$ cat src/rtl/hdma_ctrl.sv
// CGB HDMA register front-end (FF51-FF55).
// Holds the CPU-visible HDMA registers and the block pointers, and
// sequences general-purpose and HBlank DMA bursts into the DMA engine.
//
// state     | meaning
// ----------+-------------------------------------------------------------
// IDLE      | no transfer pending; pointer and FF55 writes accepted
// GDMA_RUN  | one general-purpose burst in flight; CPU stalled
// HDMA_WAIT | HBlank DMA armed, waiting for the next hblank_start
// HDMA_RUN  | one 16-byte HBlank block in flight; CPU stalled
module hdma_ctrl #(
   parameter logic [15:0] REG_BASE = 16'hFF51
) (
   input  logic        clk4_2,
   input  logic        reset_n,
   input  logic [15:0] cpu_addr,
   input  logic [7:0]  cpu_data_in,
   input  logic        cpu_wr_en,
   output logic [7:0]  cpu_data_out,
   input  logic        hblank_start,
   input  logic        GDMA_finished,
   output logic [7:0]  HDMA1,
   output logic [7:0]  HDMA2,
   output logic [7:0]  HDMA3,
   output logic [7:0]  HDMA4,
   output logic [7:0]  HDMA5,
   output logic        DMA_start,
   output logic        cpu_stall,
   output logic        hdma_active
);

   typedef enum logic [1:0] {
      IDLE      = 2'd0,
      GDMA_RUN  = 2'd1,
      HDMA_WAIT = 2'd2,
      HDMA_RUN  = 2'd3
   } state_t;

   state_t      r_state;
   logic [11:0] r_src_ptr;    // source[15:4]
   logic [8:0]  r_dst_ptr;    // dest[12:4]
   logic [6:0]  r_remaining;  // blocks left minus one
   logic [7:0]  r_status;
   logic [7:0]  r_hdma5;
   logic        r_dma_start;
   logic        r_cpu_stall;

   logic        w_wr_hdma1;
   logic        w_wr_hdma2;
   logic        w_wr_hdma3;
   logic        w_wr_hdma4;
   logic        w_wr_hdma5;
   logic        w_sel_hdma5;
   logic        w_ptr_wr_ok;
   logic [11:0] w_src_burst;
   logic [8:0]  w_dst_burst;

   // Address decode of the five HDMA registers
   always_comb begin
      w_sel_hdma5 = (cpu_addr == REG_BASE + 16'd4);
      w_wr_hdma1  = cpu_wr_en && (cpu_addr == REG_BASE);
      w_wr_hdma2  = cpu_wr_en && (cpu_addr == REG_BASE + 16'd1);
      w_wr_hdma3  = cpu_wr_en && (cpu_addr == REG_BASE + 16'd2);
      w_wr_hdma4  = cpu_wr_en && (cpu_addr == REG_BASE + 16'd3);
      w_wr_hdma5  = cpu_wr_en && w_sel_hdma5;
      // Pointers may only change while the engine is not using them
      w_ptr_wr_ok = (r_state == IDLE) || (r_state == HDMA_WAIT);
      // A general-purpose burst moves remaining+1 blocks
      w_src_burst = r_src_ptr + {5'd0, r_remaining} + 12'd1;
      w_dst_burst = r_dst_ptr + {2'd0, r_remaining} + 9'd1;
   end

   // Only FF55 is readable; everything else reads as open bus
   assign cpu_data_out = w_sel_hdma5 ? r_status : 8'hFF;

   assign HDMA1       = r_src_ptr[11:4];
   assign HDMA2       = {r_src_ptr[3:0], 4'h0};
   assign HDMA3       = {3'b000, r_dst_ptr[8:4]};
   assign HDMA4       = {r_dst_ptr[3:0], 4'h0};
   assign HDMA5       = r_hdma5;
   assign DMA_start   = r_dma_start;
   assign cpu_stall   = r_cpu_stall;
   assign hdma_active = (r_state == HDMA_WAIT) || (r_state == HDMA_RUN);

   // Transfer sequencer, register file and pointer tracking
   always_ff @(posedge clk4_2 or negedge reset_n) begin
      if (!reset_n) begin
         r_state     <= IDLE;
         r_src_ptr   <= 12'd0;
         r_dst_ptr   <= 9'd0;
         r_remaining <= 7'h7F;
         r_status    <= 8'hFF;
         r_hdma5     <= 8'h00;
         r_dma_start <= 1'b0;
         r_cpu_stall <= 1'b0;
      end else begin
         r_dma_start <= 1'b0;

         if (w_ptr_wr_ok) begin
            if (w_wr_hdma1) r_src_ptr[11:4] <= cpu_data_in;
            if (w_wr_hdma2) r_src_ptr[3:0]  <= cpu_data_in[7:4];
            if (w_wr_hdma3) r_dst_ptr[8:4]  <= cpu_data_in[4:0];
            if (w_wr_hdma4) r_dst_ptr[3:0]  <= cpu_data_in[7:4];
         end

         case (r_state)
            IDLE: begin
               if (w_wr_hdma5) begin
                  r_remaining <= cpu_data_in[6:0];
                  if (!cpu_data_in[7]) begin
                     r_state     <= GDMA_RUN;
                     r_hdma5     <= {1'b0, cpu_data_in[6:0]};
                     r_dma_start <= 1'b1;
                     r_cpu_stall <= 1'b1;
                  end else begin
                     r_state  <= HDMA_WAIT;
                     r_status <= {1'b0, cpu_data_in[6:0]};
                  end
               end
            end

            GDMA_RUN: begin
               if (GDMA_finished) begin
                  r_state     <= IDLE;
                  r_src_ptr   <= w_src_burst;
                  r_dst_ptr   <= w_dst_burst;
                  r_status    <= 8'hFF;
                  r_cpu_stall <= 1'b0;
               end
            end

            HDMA_WAIT: begin
               // A CPU write to FF55 takes priority over a coincident HBlank
               if (w_wr_hdma5) begin
                  if (cpu_data_in[7]) begin
                     r_remaining <= cpu_data_in[6:0];
                     r_status    <= {1'b0, cpu_data_in[6:0]};
                  end else begin
                     r_state  <= IDLE;
                     r_status <= {1'b1, r_remaining};
                  end
               end else if (hblank_start) begin
                  r_state     <= HDMA_RUN;
                  r_hdma5     <= 8'h00;
                  r_dma_start <= 1'b1;
                  r_cpu_stall <= 1'b1;
               end
            end

            HDMA_RUN: begin
               if (GDMA_finished) begin
                  r_src_ptr   <= r_src_ptr + 12'd1;
                  r_dst_ptr   <= r_dst_ptr + 9'd1;
                  r_cpu_stall <= 1'b0;
                  if (r_remaining == 7'd0) begin
                     r_state  <= IDLE;
                     r_status <= 8'hFF;
                  end else begin
                     r_state     <= HDMA_WAIT;
                     r_remaining <= r_remaining - 7'd1;
                     r_status    <= {1'b0, r_remaining - 7'd1};
                  end
               end
            end

            default: r_state <= IDLE;
         endcase
      end
   end

endmodule

$ cat config.mk
export PLATFORM = sky130hd
export DESIGN_NAME = hdma_ctrl
export DESIGN_NICKNAME = d
export VERILOG_FILES = /design/src/rtl/hdma_ctrl.sv
export SDC_FILE = /design/constraint.sdc
export NUM_CORES = 1
export LEC_CHECK = 0
export ABC_AREA = 1
export CORE_MARGIN = 3
export CORE_UTILIZATION = 40
export DETAILED_ROUTE_END_ITERATION = 7
export PLACE_DENSITY_LB_ADDON = 0.12
export SKIP_CTS_REPAIR_TIMING = 1
export SYNTH_ARGS = -nofsm -noshare
export SYNTH_HDL_FRONTEND = slang
export SYNTH_SLANG_ARGS = --single-unit
$ cat constraint.sdc
create_clock -name clk4_2 -period 5.7 [get_ports clk4_2]
set_input_delay 1.14 -clock clk4_2 [delete_from_list [all_inputs] [get_ports clk4_2]]
set_output_delay 1.14 -clock clk4_2 [all_outputs]
set_load 0.05 [all_outputs]
# [Word-level counts from Yosys, hierarchy flattened]
# Cells that the tools add are included.
[totals] ff_bits=48 in_bits=29 output_inout_bits=51 elab_cells=105
[op_classes] n_addsub=7 eq_ne=21 muxes=52 reduce_logical=17
[op_table] cell="two-way mux 8 bit" count=13
[op_table] cell="equality test 16 bit, second input constant" count=5
[op_table] cell="two-way mux 12 bit" count=3
[op_table] cell="two-way mux 7 bit" count=5
[op_table] cell="one-hot mux 8 bit (4 select lines)" count=1
[op_table] cell="two-way mux 9 bit" count=3
[op_table] cell="adder 12 x 1 -> 12 bit, second input constant" count=2
[op_table] cell="one-hot mux 12 bit (2 select lines)" count=1
[op_table] cell="one-hot mux 7 bit (3 select lines)" count=1
[op_table] cell="inequality test 2 bit, second input constant" count=10
[op_table] cell="AND reduction 5 bit" count=4
[op_table] cell="adder 9 x 1 -> 9 bit, second input constant" count=2
[op_table] cell="one-hot mux 9 bit (2 select lines)" count=1
[op_table] cell="two-way mux 2 bit" count=8
[op_table] cell="one-hot mux 8 bit (2 select lines)" count=1
[op_table] cell="adder 12 x 7 -> 12 bit" count=1
[op_table] cell="adder 9 x 7 -> 9 bit" count=1
[op_table] cell="two-way mux 1 bit" count=9
[op_table] cell="two-way mux 4 bit" count=2
[op_table] cell="one-hot mux 2 bit (4 select lines)" count=1
[op_table] cell="logical NOT 7 bit" count=1
[op_table] cell="subtractor 7 x 1 -> 7 bit, second input constant" count=1
[op_table] cell="inequality test 3 bit, second input constant" count=2
[op_table] cell="AND reduction 6 bit" count=1
[op_table] cell="12 further kinds" count=18

# [Logic depth before layout (Yosys ltp)]
# Gate-level depths: netlist of the first run.
[depth] word_depth=6 depth_mapped=12 ltp_nobuf=12

# [Worst setup path before layout of the first run]
# Ideal clock, no wire load.
[synth_timing] kind="input to output" startpoint="input cpu_addr[5]" endpoint="output cpu_data_out[0]" arrival_time_ps=2066 required_time_ps=4560 path_slack_ps=2494 stages=6 n_path_buf=0 path_cell_list="nor2_2 nand2_1 nor2_2 nand2_1 nor2_4 nand2_1"
[synth_between] elab_chain_cells=2
[synth_rtl] item="from (decl)" line="16" source="input logic [15:0] cpu_addr,"
[synth_rtl] item="equality test 16 bit" line="60" source="w_sel_hdma5 = (cpu_addr == REG_BASE + 16'd4);"
[synth_rtl] item="two-way mux 8 bit" line="74" source="assign cpu_data_out = w_sel_hdma5 ? r_status : 8'hFF;"
[synth_rtl] item="to (decl)" line="19" source="output logic [7:0] cpu_data_out,"
# No other way between the ends.

# [Worst setup path after layout of the first run]
[layout_timing] startpoint="input cpu_addr[13]" endpoint="output cpu_data_out[6]"
# The elaborated chain is that of the path after synthesis.

==> results of run 1 <==
-- cell usage in the layout, fill, tap and decap left out, types with 3 or more instances in the layout --
cell / instances
a21oi_1: 38
inv_1: 84
nand3_1: 85
nand2_1: 247
nand2_2: 5
dfrtp_1: 32
nand3_2: 3
nor2_1: 68
nor2_2: 3
o21bai_1: 6
dfstp_2: 15
nand4_1: 9
nand2_4: 4
o21ai_0: 36
nor2_4: 5
nor3_1: 5
conb_1: 12
buf_4: 3
ha_1: 18
o211ai_1: 23
inv_2: 8
clkdlybuf4s50_1: 66
o21ai_1: 16
clkbuf_16: 5
-- stage by stage --
stage          power, mW  std cells  worst slack (ns)
2_1_floorplan       2.29        776              2.49
3_3_place_gp        2.84        951              1.47
3_5_place_dp        2.88        951              1.41
4_1_cts             3.25        959              1.40
5_1_grt             3.56        959              1.22
6_report            3.26        959              1.43
-- where the power goes --
part	total, mW	switching, mW	internal (mW)	leakage (nW)
registers	0.790	0.259	0.531	0.559
clock network	0.364	0.155	0.209	0.0804
logic	2.11	1.41	0.699	2.12
total	3.26	1.83	1.44	2.76
-- sequential cells by signal, summed over array words and instances (netlist names) --
register / cells
r_src_ptr: 12
r_dst_ptr: 9
r_status: 8
HDMA5: 7
r_remaining: 7
r_state: 2
DMA_start: 1
cpu_stall: 1
-- routing by layer --
metal  GRT usage [%]  wire (um)  vias to the layer above  part of all wire, %
met5               0          0                        -                    0
met4            7.21        356                        0                  2.3
met2            38.4       6920                      204                   45
met1            33.9       6990                     2412                   45
met3            3.70       1230                       24                  8.0
li1                -          -                     2578                    -
-- area by class of cell --
cell class | instances | area share, %
Clock buffer | 5 | 2.24
Clock inverter | 3 | 0.830
Inverter | 93 | 6.35
Multi-Input combinational cell | 601 | 53.7
Sequential cell | 47 | 21.4
Tap cell | 140 | 3.14
Timing Repair Buffer | 70 | 12.3
-- tightest hold or removal path: cells and delay by family, from the launching register on --
family | cells | cell delay, ns
DFF | 1 | 0.37
and+or+nand+nor | 2 | 0.09
-- kinds of logic (layout without fill, tap and decap cells) --
| kind of cell | after synthesis | count (layout) |
|---|---|---|
| AOI/OAI and AO/OA | 124 | 124 |
| xor gates and xnor gates | 1 | 1 |
| adders and majority gates | 20 | 20 |
| buffers and inverters | 128 | 171 |
| DFF | 47 | 47 |
| other | 1 | 12 |
| and+or+nand+nor | 444 | 444 |
-- final timing paths --
path                                          from                          to  slack, ns  depth (start not counted)
setup / recovery                      cpu_addr[13]             cpu_data_out[6]       1.43                          9
hold / removal             r_status[5]$_DFFE_PN1P_     r_status[5]$_DFFE_PN1P_       0.46                          2
setup reg to reg            r_state[0]$_DFFE_PN0P_  r_remaining[2]$_DFFE_PN1P_       2.69                          8
hold reg to reg            r_status[5]$_DFFE_PN1P_     r_status[5]$_DFFE_PN1P_       0.46                          2
max in group asynchronous                  reset_n     r_src_ptr[10]$_DFF_PN0_       4.31                          2
min in group asynchronous                  reset_n      r_dst_ptr[7]$_DFF_PN0_       0.91                          2
==> results.cfg, run 1 <==
[sta]
finalCritPeriodShare_pct = 74.9
fmax_mhz = 234
finalHoldWorstSlack_ns = 0.460
slew_viol_final = 0
setup_viol = 0
slew_headroom_pct = 38.4
worstMarginPinSlew_ns = 0.924
rsz0062_at_grt = no
final.setup.tns_ns = 0
final-hold-violation-count = 0
fin_skew_ns = 0.00526
finalWorstPathRequiredPeriod_ns = 4.27

[run_status]
status = complete, no violations

[synthesis]
syn_inst = 765
synthTopCellsByCount = nand2_1 (247), nand3_1 (85), inv_1 (84)
synth.distinct_cells = 41
synth_area_um2 = 4700
synth_top_family_by_area = simple AND/OR/NAND/NOR gates
synthFlopType = dfrtp_1
synth_compound_gate_area_share_pct = 15.0
synth.area.top_cells = nand2_1 (20%), dfrtp_1 (17%), nand3_1 (9.0%)
synth_edf_count = 0
ys_seq_elements = 47
synth_xor_area_share_pct = 0.186
synth.top_cell.area_share_pct = 19.7
synth_mux_area_share_pct = 0
yosys_warnings = 0
ys_seq_area_share_pct = 25.4
synth_area_leader_cell = nand2_1
yosysMostFrequentCell = nand2_1
synthArstFlopShare_pct = 100
synthSimpleGateAreaFrac_pct = 41.9
synthAdderAreaFrac_pct = 5.64
synth_area_per_cell_um2 = 6.15

[critical_path]
crit_type = in -> out
cp-start-kind = input pin
cp_data_required_time_ns = 4.56
crit_top_cell = nand2_1
path_delay_family = buffers and inverters
cp-end-kind = output pin
crit_slowest_cell = clkdlybuf4s50_1
path_cells = clkdlybuf4s50_1 > nand2_1 > nor2_1 > nand2_1 > inv_2 > nand2_1 > nor2_4 > nand2_1 > clkdlybuf4s50_1
critPathMaxFanout = 9
cp_slowest_stage_delay_ns = 0.71
cp.arrival_ns = 3.13
cp_num_buf_inv = 3

[routing]
drc = 0
vias = 5218
first_pass_iters = 5
drt_iter0_markers = 428
wl_per_cell_um = 16.2
viasPerCell = 5.44
drt-total-wl_um = 15500
antenna_left = 0

[clock_tree]
clk-insertion-delay-late_ns = 0.30
root_buffer = clkbuf_16
h-tree-depth = 2
tritoncts = yes
cts_num_sinks = 47
clk_pin_slew_ns = 0.07
clock_path_buffers = 2
cts_buffers = 5

[final_layout]
drive_above_1_share_pct = 7.69
fill_cells = 1167
multiInputGateArea_um2 = 3000
seqCellArea_um2 = 1190
fin_nets = 867
final_util_pct = 49.9
final_area_um2 = 5580
syn_to_final_growth_pct = 18.6
diodes = 0

[floorplanning]
row_count = 38
ios = 80
initial_core_util_pct = 42.1
dieArea_um2 = 13100
die_y_um = 114
core_um2 = 11200
die_w_um = 114

[job]
cap_violations = 0

[power]
p_leak_nw = 2.76
ir_drop_uv = 304
powerDensity_nw_per_um2 = 585

[global_route]
grt_pass1_vias = 4901
grt_max_degree = 49
antenna_found_initial = 0
grt_pass1_wl_um = 25100
track_usage_pct = 24.2
grt-ovfl-total = 0

[placed_design]
place.detailed.hpwl_um = 11400
placed_area_um2 = 5410
io_buffer_count = 67
routabilityCongestion = 0.936

[min_path]
hold_class = reg -> reg
Power figures use the tool's default switching activity.
==> run 2: changes to the inputs <==
==> constraint.sdc (replaced) <==
create_clock -name clk4_2 -period 3.5 [get_ports clk4_2]
set_input_delay 0.7 -clock clk4_2 [delete_from_list [all_inputs] [get_ports clk4_2]]
set_output_delay 0.7 -clock clk4_2 [all_outputs]
set_load 0.05 [all_outputs]
==> run 2 against run 1 <==
  * Global-route usage decreased by 0.88 points
  * Sequential cell count unchanged
  * Highest routed layer unchanged
  * Design area increased by 0.20%
  * Hold slack improved by 0.0047 ns
  * Largest power group unchanged
  * Critical endpoint unchanged
  * Die area unchanged
  * Clock-buffer cell count unchanged
==> results.cfg, run 2 (synthesis gave the netlist of run 1 again) <==
[critical_path]
critPathCapture = cpu_data_out[6]
r2r_slack_ns = 0.97
critPathMaxFanout = 9
cp_data_required_time_ns = 2.80
timing.critical_path.from = cpu_addr[5]
r2r_start = r_state[1]$_DFFE_PN0P_
reg2reg_depth = 6
r2r-end = r_remaining[3]$_DFFE_PN1P_
cp.arrival_ns = 2.15
cp-start-kind = input pin
cp-end-kind = output pin
crit_type = in -> out

[global_route]
track_usage_pct = 23.3
grt_pass1_wl_um = 24000
grt_max_degree = 41
grt-ovfl-total = 0
antenna_found_initial = 0
grt_pass1_vias = 4598

[floorplanning]
dieArea_um2 = 13100
ios = 80
die_y_um = 114
row_count = 38
die_w_um = 114
initial_core_util_pct = 42.1
core_um2 = 11200

[min_path]
hold_class = reg -> reg
hp-start = r_status[6]$_DFFE_PN1P_

[clock_tree]
h-tree-depth = 2
tritoncts = yes
clk-insertion-delay-late_ns = 0.30
cts_buffers = 5
clock_path_buffers = 2
cts_num_sinks = 47
root_buffer = clkbuf_16
clk_pin_slew_ns = 0.08

[routing]
first_pass_iters = 5
antenna_left = 0
wl_per_cell_um = 16.1
drt-total-wl_um = 15500
viasPerCell = 5.38
drc = 0
drt_iter0_markers = 452
vias = 5182

[power]
total_power_mw = 5.32
ir_drop_uv = 622
powerDensity_nw_per_um2 = 951
p_leak_nw = 2.78

[sta]
final.setup.tns_ns = 0
slew_viol_final = 0
rsz0062_at_grt = no
fmax_mhz = 351
worstMarginPinSlew_ns = 1.02
setup_viol = 0
fin_skew_ns = 0.00672
finalWorstPathRequiredPeriod_ns = 2.85
slew_headroom_pct = 32.1
finalCritPeriodShare_pct = 81.4
final-hold-violation-count = 0

[final_layout]
fill_cells = 1150
top_register = r_src_ptr
largest_reg_flops = 12
final_common_cell = nand2_1
fin_nets = 871
diodes = 0
layout_common_cells = nand2_1 (247), nand3_1 (85), inv_1 (84)
drive_above_1_share_pct = 9.11
top_regs = r_src_ptr x12, r_dst_ptr x9, r_status x8
seqCellArea_um2 = 1190
multiInputGateArea_um2 = 3000
syn_to_final_growth_pct = 18.9

[placed_design]
routabilityCongestion = 0.940
io_buffer_count = 67
place.detailed.hpwl_um = 11500

[run_status]
status = complete, no violations

[job]
cap_violations = 0
==> run 2: changes by cell type in the layout (fill, tap and decap cells not counted), sizes merged <==
| cell | previous run | this run |
|---|---|---|
| clkinvlp | 1 | 0 |
| clkinv | 0 | 1 |
| clkdlybuf4s50 | 66 | 58 |
| buf | 4 | 16 |
==> run 2: stage by stage <==
stage / std cells / instance area, um2 / setup slack [ns] / utilization, % / hold slack, ns
floorplan: 776 / 4750 / 1.17 / - / 0.404
global placement: 955 / 5420 / 0.672 / 48.5 / 0.456
detailed placement: 955 / 5420 / 0.619 / 48.5 / 0.454
CTS: 963 / 5590 / 0.621 / 50.0 / 0.466
global route: 963 / 5590 / 0.451 / 50.0 / 0.487
finish: 963 / 5590 / 0.652 / 50.0 / 0.465
==> run 2: area by class of cell <==
cell class	instances	share of cell area, %
inverter	93	6.33
timing repair buffer	74	12.5
tap	140	3.13
clock inverter	3	0.850
multi-input combinational	601	53.6
sequential	47	21.4
clock buffer	5	2.24
==> run 2: how the worst min path moves through the flow <==
stage / end / slack [ns] / cells past startpoint
after global routing: r_status[6]$_DFFE_PN1P_ / 0.49 / 2
after detailed placement: r_status[6]$_DFFE_PN1P_ / 0.45 / 2
final: r_status[6]$_DFFE_PN1P_ / 0.47 / 2
after floorplan: DMA_start$_DFF_PN0_ / 0.40 / 0
after global placement: r_status[6]$_DFFE_PN1P_ / 0.46 / 2
after CTS: r_status[6]$_DFFE_PN1P_ / 0.47 / 2
==> run 2: layer usage <==
metal / up-vias / wire (um) / GRT usage, %
met1: 2369 / 7060 / 34.1
met4: 0 / 191 / 4.43
met3: 16 / 1310 / 3.44
met5: - / 0 / 0
met2: 218 / 6900 / 36.6
li1: 2579 / - / -
==> run 2: report_power, final <==
part	switching, mW	total, mW	internal [mW]
clock	0.247	0.589	0.342
combinational	2.30	3.44	1.14
sequential	0.419	1.28	0.866
==> run 2: worst max-delay path: stages <==
cell and delay, ns:
clkdlybuf4s50_1 0.44, nor2_2 0.14, nand2_1 0.14, nor2_2 0.15
nand2_1 0.11, nor2_4 0.20, nand2_1 0.07, buf_4 0.19
==> run 3: changes to the inputs <==
==> constraint.sdc (replaced) <==
create_clock -name clk4_2 -period 2.5 [get_ports clk4_2]
set_input_delay 0.5 -clock clk4_2 [delete_from_list [all_inputs] [get_ports clk4_2]]
set_output_delay 0.5 -clock clk4_2 [all_outputs]
set_load 0.05 [all_outputs]
==> run 3 against run 2 <==
  * Sequential cell count stayed put
  * Utilization grew 1.3 points
  * Non-clock buffer count grew 17
  * Via count is 1.0% higher
  * Global-route usage grew 0.51 points
  * Largest cell class unchanged
  * Routed wire length fell by 0.87%
  * Total power increased by 41%
  * Die area is the same
  * Design area increased by 2.6%
  * Critical path type unchanged
  * Final cell count grew 1.8%
  * Combinational power increased by 42%
  * Register-to-register slack got worse by 0.73 ns
==> results.cfg, run 3 (synthesis gave the netlist of run 1 again) <==
[sta]
setup_viol = 0
finalHoldWorstSlack_ns = 0.183
fin_skew_ns = 0.00522
finalCritPeriodShare_pct = 95.4
fmax_mhz = 419
slew_headroom_pct = 58.0
final-hold-violation-count = 0
finalWorstPathRequiredPeriod_ns = 2.39
slew_viol_final = 0
worstMarginPinSlew_ns = 0.630

[final_layout]
drive_above_1_share_pct = 11.1
stdcell_count = 980
fill_cells = 1133
top_register = r_src_ptr
layout_common_cells = nand2_1 (247), nand3_1 (85), inv_1 (84)
fin_nets = 888
largest_reg_flops = 12
syn_to_final_growth_pct = 22.0
final_common_cell = nand2_1
diodes = 0
top_regs = r_src_ptr x12, r_dst_ptr x9, r_status x8

[clock_tree]
clk_pin_slew_ns = 0.07
h-tree-depth = 2
cts_buffers = 5
clock_path_buffers = 2
tritoncts = yes
clk-insertion-delay-late_ns = 0.30
cts_num_sinks = 47
root_buffer = clkbuf_16

[routing]
viasPerCell = 5.34
drt-total-wl_um = 15300
vias = 5235
drt_iter0_markers = 474
first_pass_iters = 5
wl_per_cell_um = 15.6
antenna_left = 0
drc = 0

[global_route]
track_usage_pct = 23.8
grt_pass1_vias = 4808
antenna_found_initial = 0
grt-ovfl-total = 0
grt_max_degree = 30
grt_pass1_wl_um = 24700

[job]
cap_violations = 0

[critical_path]
cp_data_required_time_ns = 2.00
cp.arrival_ns = 1.89
crit_type = in -> out
cp-start-kind = input pin
reg2reg_depth = 11
cp-end-kind = output pin
critPathMaxFanout = 4

[floorplanning]
die_w_um = 114
row_count = 38
core_um2 = 11200
ios = 80
dieArea_um2 = 13100
die_y_um = 114
initial_core_util_pct = 42.1

[power]
powerDensity_nw_per_um2 = 1310
ir_drop_uv = 733
p_leak_nw = 2.87

[run_status]
status = complete, no violations

[placed_design]
routabilityCongestion = 0.928
io_buffer_count = 67
place.detailed.hpwl_um = 11700
placedCellCount = 967

[min_path]
hold_class = in -> async
## run 3: area by class of cell
| class | instances | area, um2 | area share [%] |
|---|---|---|---|
| clock inverters | 3 | 47.5 | 0.829 |
| clock buffers | 5 | 125 | 2.18 |
| inverters | 93 | 354 | 6.17 |
| repair buffers | 91 | 842 | 14.7 |
| well taps | 140 | 175 | 3.05 |
| flip-flops and latches | 47 | 1190 | 20.8 |
| multi-input cells | 601 | 3000 | 52.3 |
## run 3: worst paths after layout
path	to	slack [ns]	startpoint
min in group clk4_2	r_status[4]$_DFFE_PN1P_	0.46	r_status[4]$_DFFE_PN1P_
max in group asynchronous	r_status[0]$_DFFE_PN1P_	1.68	reset_n
hold reg to reg	r_status[4]$_DFFE_PN1P_	0.46	r_status[4]$_DFFE_PN1P_
hold / removal	r_dst_ptr[8]$_DFF_PN0_	0.18	reset_n
setup / recovery	cpu_data_out[2]	0.11	cpu_addr[6]
setup reg to reg	r_src_ptr[8]$_DFF_PN0_	0.24	r_remaining[0]$_DFFE_PN1P_
## run 3: critical path: stages
cell and delay (ns):
clkdlybuf4s50_1 0.45, nand2_1 0.08, inv_2 0.06, nand2_1 0.07, nor2_2 0.14, nand2_1 0.10, nor2_4 0.11, buf_4 0.14
nand2_1 0.05, buf_4 0.18
## run 3: layer usage
| metal | GRT usage [%] | wire [um] | vias up |
|---|---|---|---|
| met2 | 36.3 | 6660 | 204 |
| li1 | - | - | 2612 |
| met3 | 3.28 | 1180 | 29 |
| met4 | 6.97 | 417 | 0 |
| met1 | 35.0 | 7070 | 2390 |
| met5 | 0 | 0 | - |
## run 3: power breakdown
group / internal [mW] / switching [mW] / total [mW]
combinational: 1.67 / 3.23 / 4.89
sequential: 1.21 / 0.582 / 1.79
clock: 0.479 / 0.336 / 0.814
total: 3.36 / 4.14 / 7.50
## run 3: stage by stage
stage / total power [mW] / TNS [ns] / setup slack, ns / utilization, % / cell area, um2
4_1_cts: 7.48 / 0 / 0.0925 / 51.0 / 5690
2_1_floorplan: 5.22 / 0 / 0.354 / - / 4750
3_5_place_dp: 6.63 / 0 / 0.0979 / 49.4 / 5520
3_3_place_gp: 6.56 / 0 / 0.146 / 49.4 / 5520
6_report: 7.50 / 0 / 0.114 / 51.4 / 5740
5_1_grt: 8.19 / -0.0489 / -0.0150 / 51.4 / 5740
